==> config.mk <==
export PLATFORM = sky130hd
export DESIGN_NAME = par_rx
export DESIGN_NICKNAME = d
export VERILOG_FILES = /design/src/rtl/par_rx.sv
export SDC_FILE = /design/constraint.sdc
export NUM_CORES = 1
export LEC_CHECK = 0
export CORE_MARGIN = 2
export CORE_UTILIZATION = 28
export DETAILED_ROUTE_END_ITERATION = 8
export GPL_TIMING_DRIVEN = 0
export PLACE_DENSITY = 0.49
export SYNTH_ARGS = -nofsm -noshare
export SYNTH_HDL_FRONTEND = slang
export SYNTH_SLANG_ARGS = --single-unit
export TNS_END_PERCENT = 30
==> constraint.sdc <==
create_clock -name clk -period 5.6 [get_ports clk]
set_clock_uncertainty 0.15 [all_clocks]
set_input_delay 1.12 -clock clk [delete_from_list [all_inputs] [get_ports clk]]
set_output_delay 1.12 -clock clk [all_outputs]
set_load 0.05 [all_outputs]
==> src/rtl/par_rx.sv <==
// par_rx: receive end of the parallel inter-router channel.
// Channel flits land in a small first-word-fall-through FIFO and are offered
// to the router input port with a req/ack handshake. channel_busy back-pressures
// the sender while the FIFO is full.
// Optional feature macro: PAR_RX_DROP_CNT_EN adds an 8-bit saturating
// drop_count of flits offered while busy.
`ifndef HDR_SZ
`define HDR_SZ 2
`endif
`ifndef PL_SZ
`define PL_SZ 8
`endif
`ifndef ADDR_SZ
`define ADDR_SZ 2
`endif

module par_rx #(
  parameter string       port  = "unknown",
  parameter int unsigned DEPTH = 4,
  parameter int unsigned PTR_W = 2
) (
  input  logic                                clk,
  input  logic                                reset,
  input  logic                                valid,
  input  logic [`HDR_SZ+`PL_SZ+`ADDR_SZ-1:0]  item_in,
  output logic                                channel_busy,
  output logic                                req,
  output logic [`HDR_SZ+`PL_SZ+`ADDR_SZ-1:0]  item_out,
`ifdef PAR_RX_DROP_CNT_EN
  output logic [7:0]                          drop_count,
`endif
  input  logic                                ack
);

  localparam int unsigned      FW       = `HDR_SZ + `PL_SZ + `ADDR_SZ;
  localparam int unsigned      CNT_W    = PTR_W + 1;
  localparam logic [CNT_W-1:0] FULL_CNT = CNT_W'(DEPTH);

  logic [FW-1:0]    mem_q [DEPTH];
  logic [PTR_W-1:0] wr_ptr_q, wr_ptr_d;
  logic [PTR_W-1:0] rd_ptr_q, rd_ptr_d;
  logic [CNT_W-1:0] count_q, count_d;
  logic             push;
  logic             pop;

  // Outputs decode registered state only, so no input reaches an output
  assign req          = (count_q != '0);
  assign channel_busy = (count_q == FULL_CNT);
  assign item_out     = mem_q[rd_ptr_q];

  // Handshake qualification and next pointer/occupancy
  always_comb begin
    push     = valid && !channel_busy;
    pop      = req && ack;
    wr_ptr_d = wr_ptr_q + PTR_W'(push);
    rd_ptr_d = rd_ptr_q + PTR_W'(pop);
    count_d  = count_q;
    if (push && !pop) begin
      count_d = count_q + CNT_W'(1);
    end else if (pop && !push) begin
      count_d = count_q - CNT_W'(1);
    end
  end

  // Pointer and occupancy registers
  always_ff @(posedge clk) begin
    if (!reset) begin
      wr_ptr_q <= '0;
      rd_ptr_q <= '0;
      count_q  <= '0;
    end else begin
      wr_ptr_q <= wr_ptr_d;
      rd_ptr_q <= rd_ptr_d;
      count_q  <= count_d;
    end
  end

  // Flit storage; cleared on reset so item_out reads zero afterwards
  always_ff @(posedge clk) begin
    if (!reset) begin
      for (int unsigned i = 0; i < DEPTH; i++) begin
        mem_q[i] <= '0;
      end
    end else if (push) begin
      mem_q[wr_ptr_q] <= item_in;
    end
  end

`ifdef PAR_RX_DROP_CNT_EN
  logic [7:0] drop_cnt_q, drop_cnt_d;

  // Count flits offered while busy, saturating at 255
  always_comb begin
    drop_cnt_d = drop_cnt_q;
    if (valid && channel_busy && (drop_cnt_q != 8'hFF)) begin
      drop_cnt_d = drop_cnt_q + 8'd1;
    end
  end

  // Drop counter register
  always_ff @(posedge clk) begin
    if (!reset) begin
      drop_cnt_q <= '0;
    end else begin
      drop_cnt_q <= drop_cnt_d;
    end
  end

  assign drop_count = drop_cnt_q;
`endif

  // Occupancy never exceeds DEPTH; DEPTH must be 2**PTR_W for pointer wrap
  always_ff @(posedge clk) begin
    if (reset) begin
      assert ((count_q <= FULL_CNT) && (DEPTH == (32'd1 << PTR_W)))
        else $error("par_rx[%s]: occupancy %0d out of range", port, count_q);
    end
  end

endmodule

# [Word-level counts from Yosys, hierarchy flattened]
# Memory sizes are Yosys's and may differ from the RTL's. A register that Yosys moved wholly into a read port is not among the register bits.
# Index checks and enable logic that the tools add are counted.
[classes] mul=0 n_mux=10 n_reduce_logical=10 eq_ne=1 magnitude_cmp=0 div=0 shift=0 n_addsub=4 n_bitwise=0
[ops] op="12-bit 2-to-1 mux" count=1
[ops] op="12-bit OR reduction" count=1
[ops] op="3-bit 2-to-1 mux" count=2
[ops] op="1-bit 2-to-1 mux" count=5
[ops] op="2-bit by 1-bit adder with 2-bit output" count=2
[ops] op="1-bit logical AND" count=4
[ops] op="2-bit 2-to-1 mux" count=2
[ops] op="3-bit by 1-bit adder with 3-bit output, second input constant" count=1
[ops] op="3-bit == test, second input constant" count=1
[ops] op="1-bit zero test" count=3
[ops] op="3-bit nonzero test" count=1
[ops] op="3-bit by 1-bit subtractor with 3-bit output, second input constant" count=1
[ops] op="2-bit nonzero test" count=1
[word_totals] in_bits=16 ram_bits=48 mem_bits_ro=0 elab_cells=29 output_inout_bits=14 latchBits=0 mem_count=1 ff_bits=7
[mem_list] memory="mem_q" words=4 word_bits=12 rd=1 rd_ports_with_merged_regs=1 wr=4 line="39" rtl="logic [FW-1:0] mem_q [DEPTH];"

# [Logic depth before layout (Yosys ltp)]
[depth] ltp_word=8 depth_mapped=9

# [Worst setup path after synthesis]
# OpenSTA, ideal clock, no wires.
[synth_timing] kind="input to register" start="input port valid" end="register count_q[2]" path_buffers=1 setup_ps=76 slack_ps=2732 t_arrival_ps=2643 required_time_ps=5374 cell_stages=8 path_cell_list="nor2b_1 -> buf_2 -> ha_1 -> inv_1 -> fa_1 -> xor2_1 -> or3_1 -> a21boi_0"
[synth_between] elab_chain_cells=4 elab_cells_between_ends=6 cone_classes="mux: 1; reduce/logical: 5"
[synth_rtl] element="start: declaration" line="24" rtl="input logic valid,"
[synth_rtl] element="1-bit logical AND (*)" line="53" rtl="push = valid && !channel_busy;"
[synth_rtl] element="1-bit zero test" line="60" rtl="end else if (pop && !push) begin"
[synth_rtl] element="1-bit logical AND" line="60"
[synth_rtl] element="2-bit nonzero test (no source line)"
[synth_rtl] element="end signal: assignment" line="74" rtl="count_q <= count_d;"
[synth_rtl] element="end: declaration" line="42" rtl="logic [CNT_W-1:0] count_q, count_d;"
# Mark *: on every way between the ends. The rest lies on a longest branch, timed or not.
# A chain may end at the register's enable or synchronous reset.

==> flow_summary.ini <==
[run_status]
status = complete, no violations

[cts]
cts_tree = yes
h-tree-depth = 2
cts_root_buf = clkbuf_8
clock_sinks = 55
clk_latency_ps = 300
cts.clk_slew.worst_paths_ps = 90
ctsResizeCount = 0
cts_setup_buffers = 0
holdBufCountCts = 0
numCtsBuffers = 5
cts.path.max_buffers = 2

[yosys]
synth_commonest_cells = 48 x edfxtp_1, 41 x and2_1, 12 x and3_1, 12 x mux4_2, 7 x dfxtp_1
ys_types = 27
synth_area_leaders = edfxtp_1 58%, mux4_2 11%, and2_1 10%
synth-seq-area-share_pct = 64.13
avgSynthCellArea_um2 = 15.51
yosysWarnings = 0
synth_area_mm2 = 0.002466
synth_edf_count = 48
synth.most_common_cell = edfxtp_1
synth_top_area_share_pct = 58.45
synth_cells = 159
yosysTopAreaCell = edfxtp_1
synth-seq-cells = 55
synth-main-ff-cell = edfxtp_1
syn_nets = 179
async_reset_ff_share_pct = 0

[placement]
dp_hpwl_mm = 3.327
finalWeightedCongestion = 0.6806
port_buffers = 29

[route]
drt_wl_total_mm = 4.942
routedWlPerCell_um = 16.10
viasPerCell = 4.394
drt_iter0_drc = 47
remaining_drc_errors = 0
dr.pass1.iters = 4
routed-via-count = 1349
antenna_left = 0

[setup_path]
critPathLaunchType = register
path_cells = buf_1 > mux4_2 > clkdlybuf4s50_1
worstSetupPathType = reg2out
cp.required_ps = 4330
crit_slowest_cell = clkdlybuf4s50_1
cp_data_arrival_time_ps = 2460
slowest_delay_ps = 810
r2r_slack_ps = 2970
r2r_end = count_q[2]$_SDFFE_PN0P_
end_kind = output port
cp_max_fo = 10
ff2ff_path_depth = 9
timing.rr.start = count_q[0]$_SDFFE_PN0P_

[final_layout]
nets = 218
area_growth_pct = 22.98
antenna-diode-count = 0
post-route-util_pct = 35.12
drive_above_1_share_pct = 13.07
nFillCells = 864

[worst_hold_path]
hp-start = count_q[2]$_SDFFE_PN0P_
hold_end = count_q[2]$_SDFFE_PN0P_
hold_depth = 2
hold_path.class = reg2reg

[global_route]
grt_pass1_wl_mm = 7.845
grt_util_all_layers_pct = 10.90
grt_overflow = 0
grt_pass1_vias = 1456
antenna_found_initial = 0
grt_max_degree = 17

[floorplanning]
dieArea_mm2 = 0.009575
start_util_pct = 28.56
die_height_um = 97.85
core_area_mm2 = 0.008636
ios = 30
die_w_um = 97.85
row_count = 34

[timing]
worst_slew_pin_slew_ps = 730.4
fin_crit_sh_pct = 66.67
slew_viol_final = 0
hold_viol_final = 0
tns_ps = 0
hold_slack_ps = 372.1
min_period_ps = 3734
relSlewSlack_pct = 50.98
rsz0062_at_grt = no
fmax_ghz = 0.2678
finalSetupViolCount = 0

[power]
leakage_uw = 0.001137
p_sw_uw = 438.1
combPwrFrac_pct = 37.6
power_density_mw_per_mm2 = 419.1
clkPwrFrac_pct = 20.4
internal_power_uw = 833.0
p_seq_share_pct = 42.0
peakVddDrop_v = 0.0001217
sw_frac_of_total_pct = 34.46

[job]
maxCapViolCount = 0
-- registers in the layout, indices dropped and copies added, names as in the netlist --
register and count:
count_q 3, rd_ptr_q 2, wr_ptr_q 2, mem_q 48
-- power groups by stage --
stage	clock network, uW	logic, uW	registers, uW
floorplan	0	343	537
global placement	0	481	546
detailed placement	0	485	545
CTS	264	486	535
global route	279	514	542
finish	259	478	534
-- worst max-delay path by stage --
stage | from | end
floorplan | valid | count_q[2]$_SDFFE_PN0P_
global placement | reset | mem_q[1][4]$_SDFFCE_PN0P_
detailed placement | valid | count_q[2]$_SDFFE_PN0P_
CTS | rd_ptr_q[1]$_SDFF_PN0_ | item_out[0]
global route | rd_ptr_q[1]$_SDFF_PN0_ | item_out[0]
finish | rd_ptr_q[1]$_SDFF_PN0_ | item_out[0]
-- routing by layer --
metal / wire, um / track usage (%) / vias to the layer above
met5: 0 / 0 / -
met3: 103 / 1.933 / 4
met2: 2427 / 18.86 / 19
met1: 2382 / 14.01 / 664
li1: - / - / 662
met4: 29 / 3.205 / 0
-- cell usage in the layout, fill, tap and decap left out, types with 3 or more instances in the layout --
cell             count
buf_6                4
edfxtp_1            48
clkbuf_1             4
dfxtp_1              7
xor2_1               3
nor2_1               3
clkbuf_8             5
o21ai_1              3
clkdlybuf4s50_1     29
and2_1              41
mux4_2              12
ha_1                 3
and3_1              12
-- per-stage QoR --
stage	setup slack, ps	instances	instance area, um2	total power (uW)
floorplan	2732	159	2466	879.7
global placement	1436	296	2892	1028
detailed placement	1826	299	2925	1030
CTS	1834	307	3033	1286
global route	1741	307	3033	1334
finish	1866	307	3033	1271
-- cell families after synthesis --
group | synth area share (%)
adders and majority gates | 2.334
and+or+nand+nor | 17.71
AOI/OAI and AO/OA | 1.116
buffers and inverters | 1.928
muxes | 11.36
xor gates and xnor gates | 1.421
DFF | 64.13
-- final cells by class --
cell class	count	area, um2	share of cell area, %
Sequential cell	55	1582	52.15
Inverter	2	7.507	0.2475
Clock buffer	5	68.82	2.269
Tap cell	108	135.1	4.455
Clock inverter	3	38.79	1.279
Multi-Input combinational cell	94	837.1	27.60
Buffer	8	40.04	1.320
Timing Repair Buffer	32	324.1	10.68
-- worst max-delay path: cells and delay by family (launching register included) --
kind                   cells  cell delay (ps)
DFF                        1              430
muxes                      1              350
buffers and inverters      2             1390
(Power assumes the default switching activity.)
